<file path="src/rtl/instr_fetch_unit.sv">
// Instruction fetch: word-aligned address to Memoria32, MEM_LATENCY pipe, FIFO_DEPTH buffer to decode.
// Latency: first issue to valid_o is MEM_LATENCY+1 cycles; redirect flushes and restarts at the new PC.
// Backpressure: issue stalls while buffered + in-flight words fill the FIFO; optional FETCH_STATS_EN counters.
module instr_fetch_unit #(
    parameter logic [31:0] RESET_PC    = 32'h0000_0000,
    parameter int          MEM_LATENCY = 1,
    parameter int          FIFO_DEPTH  = 4
) (
    input  logic        Clk,
    input  logic        rst_n,
    output logic [31:0] raddress,
    input  logic [31:0] mem_rdata,
    output logic [31:0] instr_o,
    output logic [31:0] pc_o,
    output logic        valid_o,
    input  logic        ready_i,
    input  logic        redirect_i,
    input  logic [31:0] redirect_pc_i
`ifdef FETCH_STATS_EN
    ,
    output logic [31:0] fetch_count_o,
    output logic [31:0] stall_count_o
`endif
);

    localparam int AW = (FIFO_DEPTH > 1) ? $clog2(FIFO_DEPTH) : 1;
    localparam int CW = $clog2(FIFO_DEPTH + MEM_LATENCY + 1);

    logic [31:0]            fetch_pc;
    logic [MEM_LATENCY-1:0] pipe_vld;
    logic [31:0]            pipe_pc [MEM_LATENCY];
    logic [31:0]            fifo_instr [FIFO_DEPTH];
    logic [31:0]            fifo_pc [FIFO_DEPTH];
    logic [AW-1:0]          wr_ptr;
    logic [AW-1:0]          rd_ptr;
    logic [CW-1:0]          fifo_cnt;
    logic [CW-1:0]          inflight;
    logic                   issue;
    logic                   push;
    logic                   pop;

    assign raddress = fetch_pc;
    assign valid_o  = (fifo_cnt != '0);
    assign pop      = valid_o && ready_i;
    // A response landing in a redirect cycle belongs to the abandoned path.
    assign push     = pipe_vld[MEM_LATENCY-1] && !redirect_i;

    always_comb begin
        inflight = '0;
        for (int i = 0; i < MEM_LATENCY; i++) begin
            inflight = inflight + CW'(pipe_vld[i]);
        end
        // Counting in-flight reads as credits means every response has a slot waiting.
        issue = !redirect_i && ((fifo_cnt + inflight) < CW'(FIFO_DEPTH));
    end

    always_ff @(posedge Clk) begin
        if (!rst_n) begin
            fetch_pc <= RESET_PC;
            pipe_vld <= '0;
            for (int i = 0; i < MEM_LATENCY; i++) begin
                pipe_pc[i] <= '0;
            end
            wr_ptr   <= '0;
            rd_ptr   <= '0;
            fifo_cnt <= '0;
        end else if (redirect_i) begin
            fetch_pc <= redirect_pc_i & 32'hFFFF_FFFC;
            pipe_vld <= '0;
            wr_ptr   <= '0;
            rd_ptr   <= '0;
            fifo_cnt <= '0;
        end else begin
            if (issue) begin
                fetch_pc <= fetch_pc + 32'd4;
            end
            pipe_vld[0] <= issue;
            pipe_pc[0]  <= fetch_pc;
            for (int i = 1; i < MEM_LATENCY; i++) begin
                pipe_vld[i] <= pipe_vld[i-1];
                pipe_pc[i]  <= pipe_pc[i-1];
            end
            if (push) begin
                wr_ptr <= wr_ptr + AW'(1);
            end
            if (pop) begin
                rd_ptr <= rd_ptr + AW'(1);
            end
            fifo_cnt <= fifo_cnt + CW'(push) - CW'(pop);
        end
    end

    // Storage needs no reset: the pointers and count define what is live.
    always_ff @(posedge Clk) begin
        if (push) begin
            fifo_instr[wr_ptr] <= mem_rdata;
            fifo_pc[wr_ptr]    <= pipe_pc[MEM_LATENCY-1];
        end
    end

    assign instr_o = valid_o ? fifo_instr[rd_ptr] : '0;
    assign pc_o    = valid_o ? fifo_pc[rd_ptr]    : '0;

`ifdef FETCH_STATS_EN
    always_ff @(posedge Clk) begin
        if (!rst_n) begin
            fetch_count_o <= '0;
            stall_count_o <= '0;
        end else begin
            if (push) begin
                fetch_count_o <= fetch_count_o + 32'd1;
            end
            if (valid_o && !ready_i) begin
                stall_count_o <= stall_count_o + 32'd1;
            end
        end
    end
`endif

endmodule

</file>
<file path="config.mk">
export PLATFORM = sky130hd
export DESIGN_NAME = instr_fetch_unit
export DESIGN_NICKNAME = d
export VERILOG_FILES = /design/src/rtl/instr_fetch_unit.sv
export SDC_FILE = /design/constraint.sdc
export NUM_CORES = 1
export LEC_CHECK = 0
export CORE_ASPECT_RATIO = 0.6
export CORE_MARGIN = 2
export CORE_UTILIZATION = 40
export CTS_BUF_LIST = sky130_fd_sc_hd__clkbuf_8
export DETAILED_ROUTE_END_ITERATION = 8
export SLEW_MARGIN = 5
export SYNTH_ARGS = -nofsm -noshare
export SYNTH_HDL_FRONTEND = slang
export SYNTH_SLANG_ARGS = --single-unit
</file>
<file path="constraint.sdc">
create_clock -name Clk -period 8.4 [get_ports Clk]
set_input_delay 2.52 -clock Clk [delete_from_list [all_inputs] [get_ports Clk]]
set_output_delay 2.52 -clock Clk [all_outputs]
set_load 0.1 [all_outputs]
</file>
; After elaboration in Yosys (flattened, before gate mapping)
; Memories as Yosys holds them, arrays and structs flattened. A register that Yosys moved wholly into a read port is not among the register bits.
; Index checks and enable logic that the tools add are counted.
[classes]
addsub = 6
multipliers = 0
div = 0
n_lt_le_gt_ge = 1
eq_ne = 0
shifts = 0
n_mux = 16
bitwise_logic = 1
reduce_logical = 8
[ops]
columns = operator, n
row1 = 32-bit 2-to-1 mux, 5
row2 = 32-bit by 3-bit adder with 32-bit output (second input constant), 1
row3 = 32-bit OR reduction, 1
row4 = 2-bit 2-to-1 mux, 4
row5 = 1-bit 2-to-1 mux, 7
row6 = 3-bit by 1-bit adder with 3-bit output, 2
row7 = 2-bit by 1-bit adder with 2-bit output (second input constant), 2
row8 = 1-bit logical AND, 3
row9 = 3-bit < comparator (second input constant), 1
row10 = 3-bit nonzero test, 1
row11 = 3-bit by 1-bit subtractor with 3-bit output, 1
row12 = 2-bit nonzero test, 1
row13 = 2-bit OR reduction, 1
row14 = 1-bit logical NOT, 1
row15 = 1-bit NOT, 1
[word_totals]
regBits = 40
latchBits = 0
ram_bits = 288
romBits = 0
in_bits = 68
out_inout_bits = 97
wordCells = 41
memories = 3
[memory_table]
columns = memory, depth, width, rd, rd_clocked_by_memory_dff, wr, line_no
row1 = fifo_instr, 4, 32, 1, 1, 1, 32  ; logic [31:0] fifo_instr [FIFO_DEPTH];
row2 = fifo_pc, 4, 32, 1, 1, 1, 33  ; logic [31:0] fifo_pc [FIFO_DEPTH];
row3 = pipe_pc, 1, 32, 1, 0, 1, 31  ; logic [31:0] pipe_pc [MEM_LATENCY];

; Logic depth before layout (Yosys ltp)
; Gate-level depths: netlist of the first run.
[depth]
depth_word = 5
depth_mapped = 11
ltp_nobuf = 10

; Worst setup path before layout of the first run
; No wires, ideal clock.
[synth_path]
path_kind = reg2out
start = reg fifo_cnt[2]
end = out pc_o[22]
arrival_ps = 2629
t_required_ps = 5880
setup_slack_ps = 3251
stages_incl_launch_ff = 5
path_buffers = 2
path_cell_list = dfxtp_1 > or3_1 > clkbuf_1 > clkbuf_1 > and2_1
[synth_between]
elab_chain_cells = 2
[synth_lines]
columns = item, line_no
row1 = "start, declared", 36  ; logic [CW-1:0] fifo_cnt;
row2 = "start signal, assigned", 89  ; fifo_cnt <= fifo_cnt + CW'(push) - CW'(pop);
row3 = 3-bit nonzero test, 43  ; assign valid_o = (fifo_cnt != '0);
row4 = named net valid_o, 15  ; output logic valid_o,
row5 = 32-bit 2-to-1 mux, 102  ; assign pc_o = valid_o ? fifo_pc[rd_ptr] : '0;
row6 = "end, declared", 14  ; output logic [31:0] pc_o,
; The timed path passes the listed nets, and every way through them passes these cells.

==> impl_metrics.ini, run 1 <==
[timing]
finClkSkew_ns = 0.02600
setup_viol = 0
fmax_mhz = 157.8
fin_crit_ns = 6.337
worstMarginPinSlew_ns = 1.205
grt_setup_unrepaired = false
tns_ns = 0
hold_viol = 0
post-route-period-util_pct = 75.44
slew_headroom_pct = 19.60
finalMaxSlewViolations = 0

[layout]
final_cells = 1352
final_common_cell = edfxtp_1
area_growth_pct = 22.21
utilization_pct = 49.80
mostFrequentLayoutCells = edfxtp_1, clkdlybuf4s50_1, and2_1
layout.nets = 975
antenna_cells = 0
design_area_um2 = 15580
drive_gt1_share_pct = 16.35

[worst_hold_path]
hold_path.class = reg -> reg

[global_routing]
grt_use_total_pct = 17.08
grt_overflow = 0
grt_pass1_wl_um = 42660
grt_pass1_vias = 7121
antenna_found_initial = 1
grt_max_degree = 75

[status]
status = finished, final reports clean

[routing]
wl_um = 28150
wire_per_inst_um = 20.82
first_pass_iters = 4
ant_nets = 0
drc = 0
drtIter0Drc = 506
vias_per_cell = 5.126
vias = 6930

[power_and_ir_drop]
ir_drop_mv = 0.1148
clock_power_share_pct = 34.9
comb_power_share_pct = 11.4
p_int_w = 0.002440
leakagePower_nw = 5.077
switching_share_pct = 26.75
power_w = 0.003331
switchingPower_w = 0.0008911
powerDensity_nw_per_um2 = 213.8
p_seq_share_pct = 53.7

[worst_setup_path]
cp-end-kind = output pin
crit_path_start_kind = flip-flop
required_ns = 5.88
path_max_fanout = 46
crit_arrival_ns = 3.82
critPathKind = reg -> out

[synth]
synth_area_leaders = edfxtp_1, mux4_2, dfxtp_1
async_reset_ff_share_pct = 0
synth-seq-cells = 318
yosys.area.top_type_share_pct = 65.50
synth_edf_count = 278
ys.flop_type = edfxtp_1
yosys_warnings = 0
syn_area_um2 = 12750
synthCells = 728
synth_area_leader_cell = edfxtp_1
seq_area_frac_synth_pct = 71.78
ys_types = 51
syn_area_per_cell_um2 = 17.51

[placed_design]
place_area_um2 = 14720
place_congestion = 0.8050
numPortBuffers = 158
dp.cells = 1267
hpwl_um = 16080

[job]
cap_violations = 0

[clocking]
cts_max_level = 2
root_buffer = clkbuf_8
cts_resized = 0
clkSinkCount = 318
cts_setup_buffers = 0
cts_buffer_depth = 3
numCtsBuffers = 46
clk_pin_slew_ns = 0.07
holdBufCountCts = 0
cts_tree = yes
worstSkewPairLatency_ns = 0.58

[floorplanning]
ios = 165
core_area_um2 = 31280
initial_core_util_pct = 40.75
dieArea_um2 = 33360
num_rows = 50
die_x_um = 234.5
die_h_um = 142.3
critical path, stage by stage (launching register included):
cell             delay (ns)
dfxtp_4                0.97
buf_4                  0.50
mux4_2                 0.55
and2_1                 0.21
clkdlybuf4s50_1        0.98
path summary, 6_finish.rpt:
check | from | endpoint | cells past startpoint | slack, ns
worst max-delay path | flip-flop | pc_o[16] | 4 | 2.06
worst min-delay path | pipe_pc[0][30]$_SDFFCE_PN0P_ | fifo_pc[1][30]$_DFFE_PP_ | 0 | 0.50
worst max register to register | fifo_cnt[2]$_SDFF_PN0_ | fifo_cnt[2]$_SDFF_PN0_ | 11 | 5.26
worst min register to register | pipe_pc[0][30]$_SDFFCE_PN0P_ | fifo_pc[1][30]$_DFFE_PP_ | 0 | 0.50
through the flow:
stage	hold WS (ns)	setup slack [ns]
after global placement	0.4842	2.522
after detailed placement	0.4868	2.537
after global routing	0.5257	1.727
after floorplan	0.4587	3.251
final	0.5020	2.063
after CTS	0.5018	1.906
state kept, by name, summed over array words and instances, names as in the netlist, named ones only:
| name | cells |
|---|---|
| fifo_cnt | 3 |
| pipe_pc | 30 |
| wr_ptr | 2 |
| pipe_vld | 1 |
| fifo_instr | 128 |
| fifo_pc | 120 |
| rd_ptr | 2 |
| raddress | 30 |
power by group through the flow:
stage / Combinational (W) / Sequential [W] / Clock (W)
after floorplan: 0.000201 / 0.00188 / 0
after global placement: 0.000381 / 0.00182 / 0
after detailed placement: 0.000382 / 0.00182 / 0
after CTS: 0.000383 / 0.00179 / 0.00120
after global routing: 0.000397 / 0.00179 / 0.00127
final: 0.000380 / 0.00179 / 0.00116
Yosys cell counts (7+ instances only):
library cell,n
clkbuf_1,29
buf_2,8
edfxtp_1,278
ha_1,7
o21ai_0,15
and3_1,25
a21oi_1,15
dfxtp_1,40
nor2_1,20
xnor2_1,27
o21ai_1,8
and2_1,67
mux4_2,62
nand3_1,12
nand2_1,23
inv_1,10
kinds of logic after synthesis:
| family | after synthesis | share of synthesized area [%] |
|---|---|---|
| AOI/OAI and AO/OA | 56 | 2.562 |
| xor gates and xnor gates | 34 | 2.395 |
| and+or+nand+nor | 191 | 9.365 |
| muxes | 63 | 11.03 |
| DFF | 318 | 71.78 |
| other | 1 | 0.02942 |
| buffers and inverters | 57 | 1.993 |
| adders and majority gates | 8 | 0.8442 |
metal layers:
metal	share of wire, %	global-route usage, %	vias up
li1	-	-	3168
met1	48	25.71	3534
met2	44	24.92	193
met3	6.1	3.946	35
met4	1.4	4.601	0
met5	0	0	-
layout make-up:
type / count / area (µm²)
Fill cell: 2648 / 15700
Sequential cell: 318 / 9156
Multi-Input combinational cell: 356 / 3366
Timing Repair Buffer: 164 / 1627
Clock buffer: 50 / 688.2
Tap cell: 416 / 520.5
Clock inverter: 35 / 171.4
Inverter: 13 / 48.80
Power figures use the tool's default switching activity.
==> inputs of run 2 (changes only) <==
==> constraint.sdc (replaced) <==
create_clock -name Clk -period 6.5 [get_ports Clk]
set_input_delay 1.95 -clock Clk [delete_from_list [all_inputs] [get_ports Clk]]
set_output_delay 1.95 -clock Clk [all_outputs]
set_load 0.1 [all_outputs]
==> run 2 against run 1 <==
  * Global-route usage shrank 0.20 points
  * Wire length shrank 1.0%
  * Flip-flop and latch count is the same
  * Critical path depth is the same
  * Power grew 31%
  * Sequential power grew 29%
  * Clock-buffer cell count grew 3
==> impl_metrics.ini, run 2 (synthesis gave the netlist of run 1 again) <==
[job]
cap_violations = 0

[worst_setup_path]
path_max_fanout = 37
critPathKind = reg -> out
crit_path_start_kind = flip-flop
critPathTopFamily = buffers and inverters
cp-end-kind = output pin
r2r_setup_slack_ns = 3.26
max_stage_delay_ns = 1.14
rr_startpoint = fifo_cnt[2]$_SDFF_PN0_
crit_arrival_ns = 3.43
path_cells = or3_2, buf_4, and2_1, clkdlybuf4s50_1
required_ns = 4.55
cpMaxStageDelayCell = clkdlybuf4s50_1
r2r-end = fifo_cnt[2]$_SDFF_PN0_
crit_buf_inv = 2
reg2regPathDepth = 11

[routing]
ant_nets = 0
drtIter0Drc = 446
wire_per_inst_um = 20.55
drc = 0
vias_per_cell = 5.127
wl_um = 27870
first_pass_iters = 4
vias = 6952

[clocking]
cts_resized = 0
cts_setup_buffers = 0
cts_tree = yes
worstSkewPairLatency_ns = 0.58
clkSinkCount = 318
root_buffer = clkbuf_8
cts_max_level = 2
numCtsBuffers = 48
holdBufCountCts = 0
clk_pin_slew_ns = 0.07
cts_buffer_depth = 3

[layout]
regMostFlops = fifo_instr
largest_registers = fifo_instr (128), fifo_pc (120)
antenna_cells = 0
utilization_pct = 50.00
mostFrequentLayoutCells = edfxtp_1, clkdlybuf4s50_1, and2_1
layout.nets = 978
area_growth_pct = 22.71
drive_gt1_share_pct = 16.91
largest_reg_flops = 128
final_common_cell = edfxtp_1
final_cells = 1356

[timing]
finClkSkew_ns = 0.02760
setup_slack_ns = 1.121
slew_headroom_pct = 25.90
holdWs_ns = 0.4939
fin_crit_ns = 5.379
fmax_mhz = 185.9
finalMaxSlewViolations = 0
tns_ns = 0
grt_setup_unrepaired = false
worstMarginPinSlew_ns = 1.111
setup_viol = 0
hold_viol = 0
post-route-period-util_pct = 82.75

[placed_design]
dp.cells = 1268
hpwl_um = 15990
numPortBuffers = 158
place_congestion = 0.7900
pre_cts_ws_ns = 1.594

[floorplanning]
core_area_um2 = 31280
num_rows = 50
ios = 165
die_h_um = 142.3
dieArea_um2 = 33360
initial_core_util_pct = 40.75
die_x_um = 234.5

[power_and_ir_drop]
ir_drop_mv = 0.1738
switchingPower_w = 0.001167
leakagePower_nw = 5.088
p_seq_share_pct = 52.9
comb_power_share_pct = 11.3
p_int_w = 0.003193
clock_power_share_pct = 35.8
switching_share_pct = 26.77
powerDensity_nw_per_um2 = 278.8

[global_routing]
grt_pass1_vias = 7199
grt_use_total_pct = 16.88
grt_overflow = 0
antenna_found_initial = 0
grt_max_degree = 75
grt_pass1_wl_um = 42400

[worst_hold_path]
holdPathStages = 0
hold_path.class = reg -> reg
worstHoldStart = pipe_pc[0][9]$_SDFFCE_PN0P_
holdPathEnd = fifo_pc[2][9]$_DFFE_PP_

[status]
status = finished, final reports clean
## run 2: power by group through the flow
stage / Clock (W) / Combinational [W] / Sequential, W
after global routing: 0.00170 / 0.000516 / 0.00231
after detailed placement: 0 / 0.000497 / 0.00235
after global placement: 0 / 0.000495 / 0.00235
after CTS: 0.00161 / 0.000498 / 0.00231
after floorplan: 0 / 0.000259 / 0.00243
final: 0.00156 / 0.000492 / 0.00231
## run 2: worst max-delay path by stage
stage	from	endpoint	cells after the start
2_1_floorplan	fifo_cnt[2]$_SDFF_PN0_	pc_o[22]	4
3_3_place_gp	fifo_cnt[2]$_SDFF_PN0_	pc_o[23]	4
6_report	fifo_cnt[2]$_SDFF_PN0_	instr_o[0]	4
5_1_grt	fifo_cnt[2]$_SDFF_PN0_	pc_o[9]	4
4_1_cts	fifo_cnt[2]$_SDFF_PN0_	pc_o[3]	4
3_5_place_dp	fifo_cnt[2]$_SDFF_PN0_	pc_o[3]	4
## run 2: worst register-to-register path, cell delays in order, from the launching register on
cell     delay, ns
dfxtp_1       0.37
or3_2         0.84
buf_4         0.40
and2_1        0.24
ha_1          0.28
inv_1         0.06
ha_1          0.13
inv_1         0.04
fa_1          0.37
xor2_1        0.21
xnor2_1       0.14
nor2_1        0.05
## run 2: cell type report
cell class	count	area, µm²
Clock buffer	53	729.5
Clock inverter	35	172.7
Fill cell	2690	15640
Inverter	13	48.80
Multi-Input combinational cell	356	3366
Sequential cell	318	9156
Tap cell	416	520.5
Timing Repair Buffer	165	1647
## run 2: per-stage QoR
| step | cell area [µm²] | power [W] |
|---|---|---|
| 4_1_cts | 15640 | 0.004418 |
| 3_3_place_gp | 14740 | 0.002846 |
| 2_1_floorplan | 12760 | 0.002687 |
| 3_5_place_dp | 14740 | 0.002848 |
| 5_1_grt | 15640 | 0.004527 |
| 6_report | 15640 | 0.004360 |
## run 2: per-layer routing
| layer | vias up | global-route usage (%) | part of all wire [%] |
|---|---|---|---|
| li1 | 3176 | - | - |
| met1 | 3533 | 24.63 | 47 |
| met2 | 194 | 25.40 | 44 |
| met3 | 49 | 4.107 | 6.3 |
| met4 | 0 | 4.469 | 1.7 |
| met5 | - | 0 | 0 |
